### src/rtl/conv_window_gen_pkg.sv
// Shared defaults and window indexing helper for the sliding-window generator.
package conv_window_gen_pkg;

  localparam int DEFAULT_DATA_W = 8;
  localparam int DEFAULT_K      = 3;

  // Bit offset of element (r,c) inside the flattened window bus.
  function automatic int win_idx(input int r, input int c, input int k, input int w);
    return (r * k + c) * w;
  endfunction

endpackage

### src/rtl/conv_window_gen_line_delay.sv
// Enabled RAM-based delay line: returns the word written DEPTH enabled cycles earlier.
module line_delay_en #(
  parameter int DATA_W = 8,
  parameter int DEPTH  = 8
) (
  input  logic              clk_i,
  input  logic              rst_ni,
  input  logic              en_i,
  input  logic [DATA_W-1:0] din_i,
  output logic [DATA_W-1:0] dout_o
);

  localparam int PW = (DEPTH > 1) ? $clog2(DEPTH) : 1;
  localparam logic [PW-1:0] PTR_LAST = PW'(DEPTH - 1);

  logic [DATA_W-1:0] mem_q [DEPTH];
  logic [PW-1:0]     ptr_q;
  logic [PW-1:0]     ptr_d;

  // Read-before-write on one shared pointer gives exactly DEPTH enabled cycles of delay.
  assign dout_o = mem_q[ptr_q];

  always_comb begin
    ptr_d = ptr_q;
    if (en_i) begin
      ptr_d = (ptr_q == PTR_LAST) ? '0 : ptr_q + PW'(1);
    end
  end

  always_ff @(posedge clk_i or negedge rst_ni) begin
    if (!rst_ni) begin
      ptr_q <= '0;
    end else begin
      ptr_q <= ptr_d;
    end
  end

  always_ff @(posedge clk_i) begin
    if (en_i) begin
      mem_q[ptr_q] <= din_i;
    end
  end

endmodule

### src/rtl/conv_window_gen.sv
// Streaming KxK sliding-window generator: line delays feed a KxK register array,
// raster counters gate out_valid so no emitted window straddles a row or frame edge.
module conv_window_gen
  import conv_window_gen_pkg::*;
#(
  parameter int DATA_W = DEFAULT_DATA_W,
  parameter int IMG_W  = 8,
  parameter int IMG_H  = 8,
  parameter int K      = DEFAULT_K
) (
  input  logic                  clock,
  input  logic                  reset,
  input  logic                  in_valid,
  input  logic [DATA_W-1:0]     pixel_in,
  output logic                  out_valid,
  output logic [K*K*DATA_W-1:0] window,
  output logic                  frame_done
);

  localparam int CW = (IMG_W > 1) ? $clog2(IMG_W) : 1;
  localparam int RW = (IMG_H > 1) ? $clog2(IMG_H) : 1;
  localparam logic [CW-1:0] COL_LAST  = CW'(IMG_W - 1);
  localparam logic [RW-1:0] ROW_LAST  = RW'(IMG_H - 1);
  localparam logic [CW-1:0] COL_FIRST = CW'(K - 1);
  localparam logic [RW-1:0] ROW_FIRST = RW'(K - 1);

  // Handshake: a pixel is taken on every rising edge with in_valid=1 (never stalled);
  // out_valid/frame_done are single-cycle qualifiers registered from that edge.
  logic accept;
  assign accept = in_valid;

  logic [DATA_W-1:0] tap  [K-1];
  logic [DATA_W-1:0] ldin [K-1];

  for (genvar i = 0; i < K - 1; i++) begin : g_line
    if (i == 0) begin : g_first
      assign ldin[i] = pixel_in;
    end else begin : g_chain
      assign ldin[i] = tap[i-1];
    end

    line_delay_en #(
      .DATA_W(DATA_W),
      .DEPTH (IMG_W)
    ) u_delay (
      .clk_i (clock),
      .rst_ni(reset),
      .en_i  (accept),
      .din_i (ldin[i]),
      .dout_o(tap[i])
    );
  end

  logic [DATA_W-1:0] win_q [K][K];
  logic [DATA_W-1:0] win_d [K][K];
  logic [CW-1:0]     col_q, col_d;
  logic [RW-1:0]     row_q, row_d;
  logic              valid_q, valid_d;
  logic              done_q, done_d;

  always_comb begin
    win_d   = win_q;
    col_d   = col_q;
    row_d   = row_q;
    valid_d = 1'b0;
    done_d  = 1'b0;
    if (accept) begin
      for (int r = 0; r < K; r++) begin
        for (int c = 0; c < K - 1; c++) begin
          win_d[r][c] = win_q[r][c+1];
        end
      end
      // Newest column: bottom row is live pixel, older rows come from deeper delays.
      win_d[K-1][K-1] = pixel_in;
      for (int i = 1; i < K; i++) begin
        win_d[K-1-i][K-1] = tap[i-1];
      end

      valid_d = (row_q >= ROW_FIRST) && (col_q >= COL_FIRST);
      done_d  = (row_q == ROW_LAST) && (col_q == COL_LAST);

      if (col_q == COL_LAST) begin
        col_d = '0;
        row_d = (row_q == ROW_LAST) ? '0 : row_q + RW'(1);
      end else begin
        col_d = col_q + CW'(1);
      end
    end
  end

  always_ff @(posedge clock or negedge reset) begin
    if (!reset) begin
      for (int r = 0; r < K; r++) begin
        for (int c = 0; c < K; c++) begin
          win_q[r][c] <= '0;
        end
      end
      col_q   <= '0;
      row_q   <= '0;
      valid_q <= 1'b0;
      done_q  <= 1'b0;
    end else begin
      win_q   <= win_d;
      col_q   <= col_d;
      row_q   <= row_d;
      valid_q <= valid_d;
      done_q  <= done_d;
    end
  end

  for (genvar r = 0; r < K; r++) begin : g_flat_r
    for (genvar c = 0; c < K; c++) begin : g_flat_c
      assign window[win_idx(r, c, K, DATA_W) +: DATA_W] = win_q[r][c];
    end
  end

  assign out_valid  = valid_q;
  assign frame_done = done_q;

endmodule

### config.mk
export PLATFORM = sky130hd
export DESIGN_NAME = conv_window_gen
export DESIGN_NICKNAME = d
export VERILOG_FILES = /design/src/rtl/conv_window_gen_pkg.sv /design/src/rtl/conv_window_gen_line_delay.sv /design/src/rtl/conv_window_gen.sv
export SDC_FILE = /design/constraint.sdc
export NUM_CORES = 1
export LEC_CHECK = 0
export BUFFER_PORTS_ARGS = -buffer_cell sky130_fd_sc_hd__buf_4
export CELL_PAD_IN_SITES_DETAIL_PLACEMENT = 1
export CELL_PAD_IN_SITES_GLOBAL_PLACEMENT = 1
export CORE_ASPECT_RATIO = 1.2
export CORE_MARGIN = 3
export CORE_UTILIZATION = 50
export CTS_CLUSTER_SIZE = 28
export DETAILED_ROUTE_END_ITERATION = 12
export PLACE_DENSITY = 0.85
export SYNTH_ARGS = -nofsm -noshare
export SYNTH_HDL_FRONTEND = slang
export SYNTH_SLANG_ARGS = --single-unit
### constraint.sdc
create_clock -name clock -period 4.9 [get_ports clock]
set_clock_uncertainty 0.1 [all_clocks]
set_input_delay 0.735 -clock clock [delete_from_list [all_inputs] [get_ports clock]]
set_output_delay 0.735 -clock clock [all_outputs]
set_load 0.01 [all_outputs]
==> flow_summary.json <==
{
  "status": "finished clean",
  "io_buffers": 84,
  "synth_area_leaders": "edfxtp_1 46%, dfrtp_1 26%, mux2_2 9.1%, mux4_2 4.0%, mux2i_1 1.8%",
  "layout-drive-gt1-share": 0.344,
  "r2r_cells": 4,
  "worstSetupPathDepth": 4,
  "seq_area_frac_synth": 0.716,
  "syn2layout_area_growth_pct": 16.7,
  "die_w_um": 124,
  "synth_enable_flop_cells": 128,
  "cpPeakStageDelay_ns": 0.95,
  "grt_overflow_total": 0,
  "cp_slowest_cell": "dfrtp_1",
  "netlist_instances": 503,
  "cp_max_fo": 29,
  "power.density_nw_per_um2": 640,
  "htree_num_levels": 1,
  "die_h_um": 148,
  "syn_area_um2": 8380,
  "required_ns": 5.23,
  "coreArea_um2": 16300,
  "synth_fp_nets": 524,
  "fin_crit_sh": 0.557,
  "drv_slew": 0,
  "worstSetupStartpointType": "register",
  "fin_nets": 605,
  "diodes": 0,
  "slew_headroom": 0.245,
  "crit_type": "register to register",
  "via_per_inst": 5.70,
  "p_leak_nw": 3.80,
  "cp.arrival_ns": 3.06,
  "grt_max_degree": 87,
  "dr.pass1.iters": 4,
  "fmax_mhz": 367,
  "finalWorstSetupSlack_ns": 2.17,
  "routabilityCongestion": 0.808,
  "finalSetupViolCount": 0,
  "ys_warn_count": 0,
  "tightest_slew_ns": 1.12,
  "synth_top_area_share": 0.459,
  "drc_errors": 0,
  "insertion_delay_ns": 0.49,
  "synthArstFlopShare": 0.402,
  "rsz0062_at_grt": "false",
  "dieArea_um2": 18300,
  "grt_use_total": 0.217,
  "cts.clk_slew.worst_paths_ns": 0.06,
  "synth_ff_type": "edfxtp_1",
  "critPathTopFamily": "flip-flops",
  "hold_viol_final": 0,
  "cts_setup_buffers": 0,
  "syn_avg_cell_area_um2": 16.7,
  "root_buffer": "clkbuf_16",
  "netlist-cell-type-count": 38,
  "vdd.ir_drop.worst_uv": 389,
  "synth-seq-cells": 214,
  "ant_nets": 0,
  "crit_path_end_kind": "register",
  "grt_pass1_vias": 5233,
  "power_mw": 6.26,
  "hpwl_um": 12900,
  "cts.sinks": 214,
  "fin_setup_tns_ns": 0,
  "cts_tree": "yes",
  "maxCapViolCount": 0,
  "postCtsHoldBufs": 0,
  "io_pins": 85,
  "synth_most_common_cell": "edfxtp_1",
  "grt_pass1_wl_um": 29900,
  "antenna_found_initial": 0,
  "cp_num_buf_inv": 0,
  "start_util": 0.513,
  "period_needed_ns": 2.73,
  "detail_route.iter0.violations": 296,
  "crit_chain": "mux4_2, nor2b_1, nor3_1, mux2_2",
  "routed_wl_um": 19100,
  "hp-class": "input pin to asynchronous set/reset pin",
  "clockBufferDepth": 3,
  "synth_area_leader_cell": "edfxtp_1",
  "rows": 51,
  "vias": 4617,
  "synth_common_cells": "128 x edfxtp_1, 86 x dfrtp_1, 68 x mux2_2",
  "dp_slack_ns": 1.78,
  "cts_resized": 0,
  "cts_buffers": 21,
  "drt-wirelength-per-cell_um": 23.6
}
report_power, final:
group	switching [mW]	internal [mW]
logic	1.02	0.866
registers	0.383	2.52
clock network	0.640	0.831
cells in the final DEF, fill, tap and decap left out, drive strengths merged, types with 9 or more instances in the layout:
master / instances
clkinv: 10
mux2: 71
clkbuf: 27
mux2i: 15
ha: 10
a21oi: 9
a31oi: 10
edfxtp: 128
nor2: 24
mux4: 15
dfrtp: 86
nand2: 27
inv: 10
buf: 87
flip-flops by register name, indices dropped and copies added (netlist names):
name and flops:
out_valid 1, g_line.u_delay.mem_q 128, window 72, frame_done 1, row_q 3, g_line.u_delay.ptr_q 6
col_q 3
layer usage:
layer  track usage  wire [um]  share of wire  vias to the layer above
li1              -          -              -                     2055
met1         0.252       6910           0.36                     2382
met2         0.398      10700           0.56                      144
met3        0.0344        891          0.047                       36
met4        0.0805        609          0.032                        0
met5             0          0              0                        -
cells by family (layout without fill, tap and decap cells):
group,count (synthesis),after routing,share of synthesized area
DFF,214,214,0.716
and+or+nand+nor,83,83,0.0460
AOI/OAI and AO/OA,56,56,0.0466
adders and majority gates,10,10,0.0149
muxes,101,101,0.155
buffers and inverters,39,134,0.0215
area by class of cell:
class	count	area, um2
Tap cell	212	265
Clock inverter	10	48.8
Multi-Input combinational cell	250	2200
Fill cell	1496	6560
Clock buffer	27	578
Sequential cell	214	6000
Timing Repair Buffer	87	653
Inverter	10	37.5
worst paths after layout:
path                                                 end  slack, ns                        from
max                                           window[46]       2.17  g_line[0].u_delay.ptr_q[0]
min                                            window[1]       0.31                       reset
max reg2reg                                   window[46]       2.17  g_line[0].u_delay.ptr_q[0]
min reg2reg                                   window[51]       0.41                  window[51]
max in group asynchronous                       row_q[0]       3.64                       reset
min in group clock         g_line[0].u_delay.mem_q[1][6]       0.40                 pixel_in[6]
through the flow:
stage | hold WS [ns] | utilization | cells | area, um2
floorplan | 0.339 | - | 503 | 8380
global placement | 0.393 | 0.560 | 773 | 9150
detailed placement | 0.404 | 0.560 | 773 | 9150
CTS | 0.382 | 0.599 | 810 | 9780
global route | 0.398 | 0.599 | 810 | 9780
finish | 0.309 | 0.599 | 810 | 9780
Power figures use the tool's default switching activity.
